===== src/rtl/breakout_pkg.sv =====
// Shared game-state encoding and screen geometry defaults for the breakout datapath.
package breakout_pkg;

  typedef enum logic [1:0] {
    S_SERVE = 2'd0,
    S_PLAY  = 2'd1,
    S_OVER  = 2'd2,
    S_WIN   = 2'd3
  } game_state_e;

  localparam int unsigned SCREEN_W_DEF = 640;
  localparam int unsigned PADDLE_W_DEF = 80;

endpackage


===== src/rtl/paddle_pos.sv =====
// Clamped paddle left-edge register: steps left/right, saturates at 0 and at the right limit.
module paddle_pos
  import breakout_pkg::*;
#(
  parameter int unsigned SCREEN_W = SCREEN_W_DEF,
  parameter int unsigned PADDLE_W = PADDLE_W_DEF,
  parameter int unsigned STEP     = 16,
  parameter int unsigned XW       = 10
) (
  input  logic          clock,
  input  logic          reset,
  input  logic          en,
  input  logic          left,
  input  logic          right,
  input  logic          load_init,
  output logic [XW-1:0] x
);

  localparam logic [XW:0]   XMax  = (XW+1)'(SCREEN_W - PADDLE_W);
  localparam logic [XW:0]   StepW = (XW+1)'(STEP);
  localparam logic [XW-1:0] XInit = XW'((SCREEN_W - PADDLE_W) / 2);

  logic [XW-1:0] x_q, x_d;
  logic [XW:0]   x_ext, sum, diff;

  // One extra bit keeps x + STEP from wrapping before the clamp compare.
  assign x_ext = {1'b0, x_q};
  assign sum   = x_ext + StepW;
  assign diff  = x_ext - StepW;

  always_comb begin
    x_d = x_q;
    if (load_init) begin
      x_d = XInit;
    end else if (en && (left ^ right)) begin
      if (left) begin
        x_d = (x_ext < StepW) ? '0 : diff[XW-1:0];
      end else begin
        x_d = (sum > XMax) ? XMax[XW-1:0] : sum[XW-1:0];
      end
    end
  end

  always_ff @(posedge clock or negedge reset) begin
    if (!reset) begin
      x_q <= XInit;
    end else begin
      x_q <= x_d;
    end
  end

  assign x = x_q;

endmodule


===== src/rtl/paddle_game_ctrl.sv =====
// Top-level game FSM (serve/play/over/win), lives counter and paddle position; outputs registered.
module paddle_game_ctrl
  import breakout_pkg::*;
#(
  parameter int unsigned SCREEN_W = SCREEN_W_DEF,
  parameter int unsigned PADDLE_W = PADDLE_W_DEF,
  parameter int unsigned STEP     = 16,
  parameter int unsigned XW       = 10,
  parameter int unsigned LIVES    = 3
) (
  input  logic          clock,
  input  logic          reset,
  input  logic          left_pulse,
  input  logic          right_pulse,
  input  logic          launch_pulse,
  input  logic          ball_lost,
  input  logic          bricks_cleared,
  output logic [XW-1:0] paddle_x,
  output logic [1:0]    game_state,
  output logic [1:0]    lives,
  output logic          serve
);

  game_state_e state_q, state_d;
  logic [1:0]  lives_q, lives_d;
  logic        serve_q, serve_d;
  logic        move_en;
  logic        restart;

  assign move_en = (state_q == S_SERVE) || (state_q == S_PLAY);
  assign restart = launch_pulse && ((state_q == S_OVER) || (state_q == S_WIN));

  paddle_pos #(
    .SCREEN_W (SCREEN_W),
    .PADDLE_W (PADDLE_W),
    .STEP     (STEP),
    .XW       (XW)
  ) u_paddle_pos (
    .clock     (clock),
    .reset     (reset),
    .en        (move_en),
    .left      (left_pulse),
    .right     (right_pulse),
    .load_init (restart),
    .x         (paddle_x)
  );

  always_ff @(posedge clock or negedge reset) begin
    if (!reset) begin
      state_q <= S_SERVE;
      lives_q <= 2'(LIVES);
      serve_q <= 1'b0;
    end else begin
      state_q <= state_d;
      lives_q <= lives_d;
      serve_q <= serve_d;
    end
  end

  always_comb begin
    state_d = state_q;
    lives_d = lives_q;
    serve_d = 1'b0;
    case (state_q)
      S_SERVE: begin
        if (launch_pulse) begin
          state_d = S_PLAY;
          serve_d = 1'b1;
        end
      end
      S_PLAY: begin
        // A cleared board wins even if the ball is lost in the same cycle.
        if (bricks_cleared) begin
          state_d = S_WIN;
        end else if (ball_lost) begin
          if (lives_q > 2'd1) begin
            lives_d = lives_q - 2'd1;
            state_d = S_SERVE;
          end else begin
            lives_d = 2'd0;
            state_d = S_OVER;
          end
        end
      end
      S_OVER, S_WIN: begin
        if (launch_pulse) begin
          lives_d = 2'(LIVES);
          state_d = S_SERVE;
        end
      end
      default: state_d = S_SERVE;
    endcase
  end

  always_comb begin
    game_state = state_q;
    lives      = lives_q;
    serve      = serve_q;
  end

endmodule

===== config.mk =====
export PLATFORM = sky130hd
export DESIGN_NAME = paddle_game_ctrl
export DESIGN_NICKNAME = d
export VERILOG_FILES = /design/src/rtl/breakout_pkg.sv /design/src/rtl/paddle_pos.sv /design/src/rtl/paddle_game_ctrl.sv
export SDC_FILE = /design/constraint.sdc
export NUM_CORES = 1
export LEC_CHECK = 0
export ABC_AREA = 1
export CORE_MARGIN = 10
export CORE_UTILIZATION = 48
export CTS_CLUSTER_DIAMETER = 50
export DETAILED_ROUTE_END_ITERATION = 16
export PLACE_DENSITY = 0.78
export SLEW_MARGIN = 15
export SYNTH_ARGS = -nofsm -noshare
export SYNTH_HDL_FRONTEND = slang
export SYNTH_SLANG_ARGS = --single-unit

===== constraint.sdc =====
create_clock -name clock -period 2.05 [get_ports clock]
set_clock_uncertainty 0.1 [all_clocks]
set_input_delay 0.3075 -clock clock [delete_from_list [all_inputs] [get_ports clock]]
set_output_delay 0.3075 -clock clock [all_outputs]
set_load 0.02 [all_outputs]

# Word level (Yosys, flattened, before mapping)
# Index checks and enable logic that the tools add are counted.
# Widths: inputs -> output; s select.
# word_totals
input_bits,7
register_bits,15
romBits,0
mem_bits_rw,0
n_memories,0
output_inout_bits,15
latch_bits,0
# classes
magnitude_cmp,3
addsub,3
shift,0
n_eq_ne,8
n_reduce_logical,10
div_mod_pow,0
bitwise,1
mux,18
mul,0
# ops
operator,count
$mux 10,5
$mux 2,9
$add 10x5->11 const B,1
$gt 11x10->1 const B,1
$lt 10x5->1 const B,1
$sub 10x5->10 const B,1
$ne 2x2->1 const B,4
$pmux 2 s3,1
$eq 2x2->1 const B,2
$pmux 2 s2,1
$reduce_and 4->1,1
$reduce_bool 2->1,2
$ne 3x3->1 const B,1
$reduce_and 3->1,1
$eq 2x1->1 const B,1
$gt 2x1->1 const B,1
$logic_and 1x1->1,2
$logic_not 2->1,1
$logic_or 1x1->1,2
$mux 1,2
$reduce_or 2->1,1
$sub 2x1->2 const B,1
$xor 1x1->1,1

# Depth between registers and ports, before layout
# Gate-level depths: netlist (run 1).
# logic_depth
word_depth,6
mapped_depth,13
mapped_depth_nobuf,13

# Modules after synthesis
# Synthesis (run 1) repeated with hierarchy kept, for this count alone.
# hier_totals
hier_cells,149
area_unflattened_um2,1009.7
# by_module_without_submodules
module,n_inst,cells_each,seq_area_each_um2,area_each_um2
paddle_pos,1,110,178.9,728.2
paddle_game_ctrl,1,39,127.6,281.5

# Worst setup path after synthesis (run 1)
# Ideal clock, no wire load.
# synth_path
path_type,flip-flop to flip-flop
from,"reg u_paddle_pos.x_q[4], in the netlist u_paddle_pos.x[4]"
to,"reg u_paddle_pos.x_q[4], in the netlist u_paddle_pos.x[4]"
arrival_ps,1628
t_required_ps,1878
path_stages_with_launch,13
path_slack_ps,250
path_buffers,0
path_cell_list,dfstp_2 > inv_1 > ha_1 > nand2_1 > nor2_1 > nor2_1 > nand3_1 > nand2_2 > nand2_1 > nand2_2 > nand3_1 > nand2_1 > inv_1
# synth_via
elab_chain_cells,6
word_cells_on_any_way,9
# synth_lines
element,line_no,source
from (decl),paddle_pos.sv:23,"logic [XW-1:0] x_q, x_d;"
from (signal assigned),paddle_pos.sv:46,x_q <= XInit;
$add 10x5->11,paddle_pos.sv:28,assign sum = x_ext + StepW;
$gt 11x10->1,paddle_pos.sv:39,x_d = (sum > XMax) ? XMax[XW-1:0] : sum[XW-1:0];
$mux 10,paddle_pos.sv:39,
$mux 10 (*),paddle_pos.sv:36,if (left) begin
$mux 10 (*),paddle_pos.sv:35,end else if (en && (left ^ right)) begin
$mux 10 (*),paddle_pos.sv:33,if (load_init) begin
# Mark *: on every way between the ends. The rest lies on a longest branch, timed or not. The select of a mux whose other input is x is not followed.
# A chain may end at the register's enable or synchronous reset.

# Worst setup path after layout (run 1)
# Same ends and word-level chain as after synthesis.

==> results of run 1 <==
[synthesized netlist by cell type, types with 2 or more instances]
library cell / instances
a21oi_1: 2
buf_4: 3
dfrtp_1: 7
dfstp_2: 5
ha_1: 3
inv_1: 22
nand2_1: 24
nand2_2: 3
nand3_1: 17
nand4_1: 2
nor2_1: 20
nor3_1: 2
o211ai_1: 2
o21ai_0: 10
o31ai_1: 2
[registers in the layout (all words and copies together), names as in the netlist]
signal / cells
game_state: 2
lives: 2
serve: 1
u_paddle_pos.x: 7
[logic make-up (layout without fill, tap and decap cells)]
logic type / Yosys count / in the layout / share of synthesized area [%]
other: 1 / 3 / 0.408
AND/OR/NAND/NOR: 72 / 72 / 36.6
AO/OA/AOI/OAI: 20 / 20 / 12.8
flip-flops: 12 / 12 / 33.4
adder cells (fa/ha/maj): 3 / 3 / 4.09
buffers and inverters: 26 / 45 / 12.7
[layer usage]
metal | global-route usage (%) | routed length, um | vias up
li1 | - | - | 468
met1 | 12.0 | 908 | 444
met2 | 20.2 | 1190 | 52
met3 | 4.18 | 242 | 6
met4 | 4.64 | 22 | 0
met5 | 0 | 0 | -
[power breakdown]
part / internal [W] / leakage (nW) / switching, W
sequential: 0.000385 / 0.141 / 0.000148
combinational: 0.000435 / 0.400 / 0.000633
clock: 0.0000752 / 0.0150 / 0.0000752
total: 0.000896 / 0.555 / 0.000856
[cell usage in the layout (no fill, tap or decap), drive strengths merged]
cell            n
ha              3
o21ai          12
or2             1
a21boi          1
o211ai          2
inv            22
dfstp           5
nor3            2
conb            3
nand3          17
a31oi           1
dfrtp           7
nand2b          1
a21oi           2
clkdlybuf4s50  18
o31ai           2
nand4           2
buf             1
nand2          27
nor3b           1
clkbuf          4
nor2           21
[worst register-to-register path, stage by stage, from the launching register on]
cell and delay [ps]:
dfstp_2 600, inv_1 110, ha_1 320, nand2_1 70
nor2_1 40, nor2_1 90, nand3_1 100, nand2_2 100
nand2_1 70, nand2_2 70, nand3_1 60, nand2_1 70
inv_1 30
[area by class of cell]
type	count	area [um^2]
Tap cell	25	31.3
Sequential cell	12	307
Clock buffer	4	26.3
Fill cell	155	622
Inverter	22	82.6
Multi-Input combinational cell	98	508
Timing Repair Buffer	19	188
[repair_timing]
action | CTS | global route
setup endpoints to repair | 0 | 4
endpoints found under the hold margin | 0 | 0
gates resized for setup | 0 | 2
[how the worst max path moves through the flow]
stage,startpoint,cells past startpoint,to
2_1_floorplan,u_paddle_pos.x[4],12,u_paddle_pos.x[4]
3_3_place_gp,u_paddle_pos.x[5],9,u_paddle_pos.x[6]
3_5_place_dp,u_paddle_pos.x[5],9,u_paddle_pos.x[7]
4_1_cts,u_paddle_pos.x[5],9,u_paddle_pos.x[7]
5_1_grt,u_paddle_pos.x[4],12,u_paddle_pos.x[4]
6_report,u_paddle_pos.x[4],12,u_paddle_pos.x[4]
[stage by stage]
stage | util, % | total power [W] | worst slack, ps | instances | area, um^2
after floorplan | - | 0.00120 | 250 | 136 | 926
after detailed placement | 63.0 | 0.00159 | 120 | 176 | 1110
final | 64.8 | 0.00175 | 144 | 180 | 1140
after CTS | 64.5 | 0.00175 | 120 | 180 | 1140
after global routing | 64.8 | 0.00190 | 13.0 | 180 | 1140
after global placement | 63.0 | 0.00156 | 160 | 176 | 1110
==> impl_metrics.json, run 1 <==
{
  "netlist_area_um2": 918,
  "postSynthCellCount": 134,
  "grt_pass1_wl_mm": 4.02,
  "crit_family": "simple AND/OR/NAND/NOR gates",
  "tns_ps": 0,
  "die_w_um": 63.7,
  "insertedDiodeCount": 0,
  "wl_mm": 2.37,
  "whs_ps": 290,
  "hpwlAfterDp_mm": 1.87,
  "grt_max_degree": 13,
  "overflow": 0,
  "worstHoldPathType": "input pin to async pin",
  "ant_nets": 0,
  "p_leak_nw": 0.555,
  "wl_per_cell_um": 13.2,
  "clkTransAtPathRegs_ps": 80,
  "clkLatencyLatePin_ps": 260,
  "synth_flop_cell": "dfrtp_1",
  "path_cells": "inv_1 > ha_1 > nand2_1 > nor2_1 > nor2_1 > nand3_1 > nand2_2 > nand2_1 > nand2_2 > nand3_1 > nand2_1 > inv_1",
  "worst_slew_pin_slew_ps": 541,
  "ir_drop_mv": 0.912,
  "path_class": "flop to flop",
  "max_freq_mhz": 525,
  "fin_nets": 166,
  "path_max_fanout": 7,
  "drtIter0Drc": 43,
  "relSlewSlack_pct": 63.8,
  "timing.rr.end": "u_paddle_pos.x[4]",
  "antenna_found_initial": 0,
  "post-cts-setup-buffers": 0,
  "cp-end-kind": "flop",
  "clock-root-buffer": "clkbuf_4",
  "port_buffers": 18,
  "reg2reg_slack_ps": 140,
  "coreArea_um2": 1760,
  "r2r_cells": 12,
  "die-area_um2": 4060,
  "synth_edf_count": 0,
  "grt_usage_pct": 11.4,
  "cts_made_buffers": 3,
  "htreeDepth": 1,
  "drc": 0,
  "avgSynthCellArea_um2": 6.85,
  "viasPerCell": 5.39,
  "critPathMaxStageDelay_ps": 600,
  "ys_ff_latch": 12,
  "ctsHoldBuffers": 0,
  "required_ps": 2150,
  "rows": 15,
  "start_kind": "flop",
  "rsz0062_at_grt": "false",
  "worstPathBufferInverterCount": 2,
  "first_pass_iters": 4,
  "gp_congestion": 0.950,
  "clkSinkCount": 12,
  "num_vias": 970,
  "yosys_warnings": 0,
  "yosysTopAreaCell": "dfrtp_1",
  "r2r_start": "u_paddle_pos.x[4]",
  "dieHeight_um": 63.7,
  "grt_pass1_vias": 938,
  "async_reset_ff_share_pct": 100,
  "start_util_pct": 52.1,
  "crit_path_frequent_cell": "nand2_1",
  "min_period_ps": 1910,
  "p_per_area_nw_per_um2": 1530,
  "netlist_top_cells_area": "dfrtp_1 (19%), dfstp_2 (14%), nand2_1 (9.8%), nand3_1 (9.3%), inv_1 (9.0%)",
  "ys_seq_area_share_pct": 33.4,
  "ioPinCount": 22,
  "status": "completed",
  "synth_cell_type_count": 25,
  "slew_viol_final": 0,
  "drive_gt1_share_pct": 12.3,
  "period_share_pct": 93.0,
  "hold_viol": 0,
  "setup_viol": 0,
  "cp.arrival_ps": 2010,
  "crit_slowest_cell": "dfstp_2",
  "cts_tree": "done",
  "max_cap_viol_count": 0,
  "clk_path_buf_depth": 2,
  "yosysTopAreaCellShare_pct": 19.1,
  "area_delta_synth_final_pct": 24.4
}
Note: power is estimated with default switching activity, not from simulation.
==> inputs of run 2 (changes only) <==
CORE_UTILIZATION = 52   (was 48)
PLACE_DENSITY = 0.83   (was 0.78)
SLEW_MARGIN = 10   (was 15)
clock period = 2.3 ns   (was 2.05 ns; I/O delays follow)
==> impl_metrics.json, run 2 (same netlist as run 1, synthesis figures left out) <==
{
  "grt_max_degree": 13,
  "cts_made_buffers": 3,
  "crit_path_end": "u_paddle_pos.x[4]",
  "coreArea_um2": 1710,
  "num_vias": 944,
  "ioPinCount": 22,
  "gp_congestion": 0.962,
  "p_leak_nw": 0.562,
  "timing.rr.end": "u_paddle_pos.x[4]",
  "largest_reg_flops": 7,
  "crit_start": "u_paddle_pos.x[5]",
  "crit_slowest_cell": "dfrtp_1",
  "drtIter0Drc": 21,
  "clkTransAtPathRegs_ps": 80,
  "p_per_area_nw_per_um2": 1380,
  "worstPathBufferInverterCount": 4,
  "r2r_start": "u_paddle_pos.x[5]",
  "drc": 0,
  "ant_nets": 0,
  "fin_nets": 166,
  "crit_family": "simple AND/OR/NAND/NOR gates",
  "max_freq_mhz": 509,
  "critPathMaxStageDelay_ps": 450,
  "port_buffers": 18,
  "wl_mm": 2.33,
  "cts_resized": 0,
  "slew_viol_final": 0,
  "status": "completed",
  "area_delta_synth_final_pct": 24.9,
  "setup_viol": 0,
  "period_share_pct": 85.4,
  "cp.arrival_ps": 2080,
  "rsz0062_at_grt": "false",
  "grt_pass1_wl_mm": 3.92,
  "grt_pass1_vias": 973,
  "start_util_pct": 53.8,
  "placed_area_um2": 1110,
  "insertedDiodeCount": 0,
  "antenna_found_initial": 0,
  "min_period_ps": 1960,
  "die-area_um2": 3850,
  "reg2reg_slack_ps": 340,
  "crit_cells": 11,
  "final_cell_area_um2": 1150,
  "viasPerCell": 5.24,
  "max_cap_viol_count": 0,
  "post-cts-setup-buffers": 0,
  "clkSinkCount": 12,
  "grt_usage_pct": 13.7,
  "rows": 15,
  "first_pass_iters": 4,
  "layout.cells.most_common_list": "nand2_1 (24), inv_1 (22), nor2_1 (20)",
  "path_max_fanout": 6,
  "clkLatencyLatePin_ps": 270,
  "cts_tree": "done",
  "crit_path_frequent_cell": "inv_1",
  "ir_drop_mv": 0.770,
  "cp-end-kind": "flop",
  "worst_slew_pin_slew_ps": 543,
  "r2r_cells": 11,
  "dieHeight_um": 62.0,
  "start_kind": "flop",
  "tns_ps": 0,
  "ctsHoldBuffers": 0,
  "drive_gt1_share_pct": 11.6,
  "path_class": "flop to flop",
  "htreeDepth": 1,
  "final_common_cell": "nand2_1",
  "overflow": 0,
  "worstHoldPathType": "input pin to async pin",
  "hold_viol": 0,
  "hpwlAfterDp_mm": 1.91,
  "path_cells": "inv_1 > ha_1 > inv_1 > nor2_1 > nand4_1 > nor2_1 > o21ai_2 > inv_1 > nand3_1 > nand2_1 > inv_1",
  "clock-root-buffer": "clkbuf_4",
  "required_ps": 2420,
  "wl_per_cell_um": 12.9,
  "clk_path_buf_depth": 2,
  "die_w_um": 62.0,
  "relSlewSlack_pct": 63.7
}
[run 2: cell counts in the layout (fill, tap and decap cells not counted)]
Identical to the previous run, type by type.
[run 2: per-layer routing]
layer	GRT usage, %	routed length (um)	up-vias
met5	0	0	-
met4	7.96	51	0
met3	5.08	178	7
met2	24.1	1170	36
met1	13.5	926	432
li1	-	-	469
[run 2: layout make-up]
type	count	area, um^2
Inverter	22	82.6
Multi-Input combinational cell	98	503
Sequential cell	12	307
Fill cell	144	561
Timing Repair Buffer	19	188
Clock buffer	4	36.3
Tap cell	25	31.3
[run 2: how the worst min path moves through the flow]
stage / from / to / slack (ps) / depth (start not counted)
after global routing: reset / u_paddle_pos.x[6] / 340 / 1
after global placement: game_state[0] / serve / 350 / 1
after detailed placement: game_state[0] / serve / 350 / 1
final: reset / u_paddle_pos.x[6] / 320 / 1
after floorplan: reset / game_state[0] / -50 / 0
after CTS: reset / u_paddle_pos.x[6] / 330 / 1
[run 2: where the power goes]
group | leakage (nW) | internal [W] | total [W] | switching (W)
Clock | 0.0210 | 0.0000963 | 0.000169 | 0.0000726
Combinational | 0.400 | 0.000386 | 0.000945 | 0.000558
Sequential | 0.141 | 0.000343 | 0.000474 | 0.000130
[run 2: per-stage QoR]
stage	power [W]	std cells	hold slack [ps]	util [%]	setup slack (ps)
after CTS	0.00160	180	331	67.2	333
after global placement	0.00139	176	353	65.1	380
after global routing	0.00174	180	339	67.2	175
final	0.00159	180	318	67.2	336
after floorplan	0.00107	136	-50.6	-	500
after detailed placement	0.00142	176	355	65.1	358
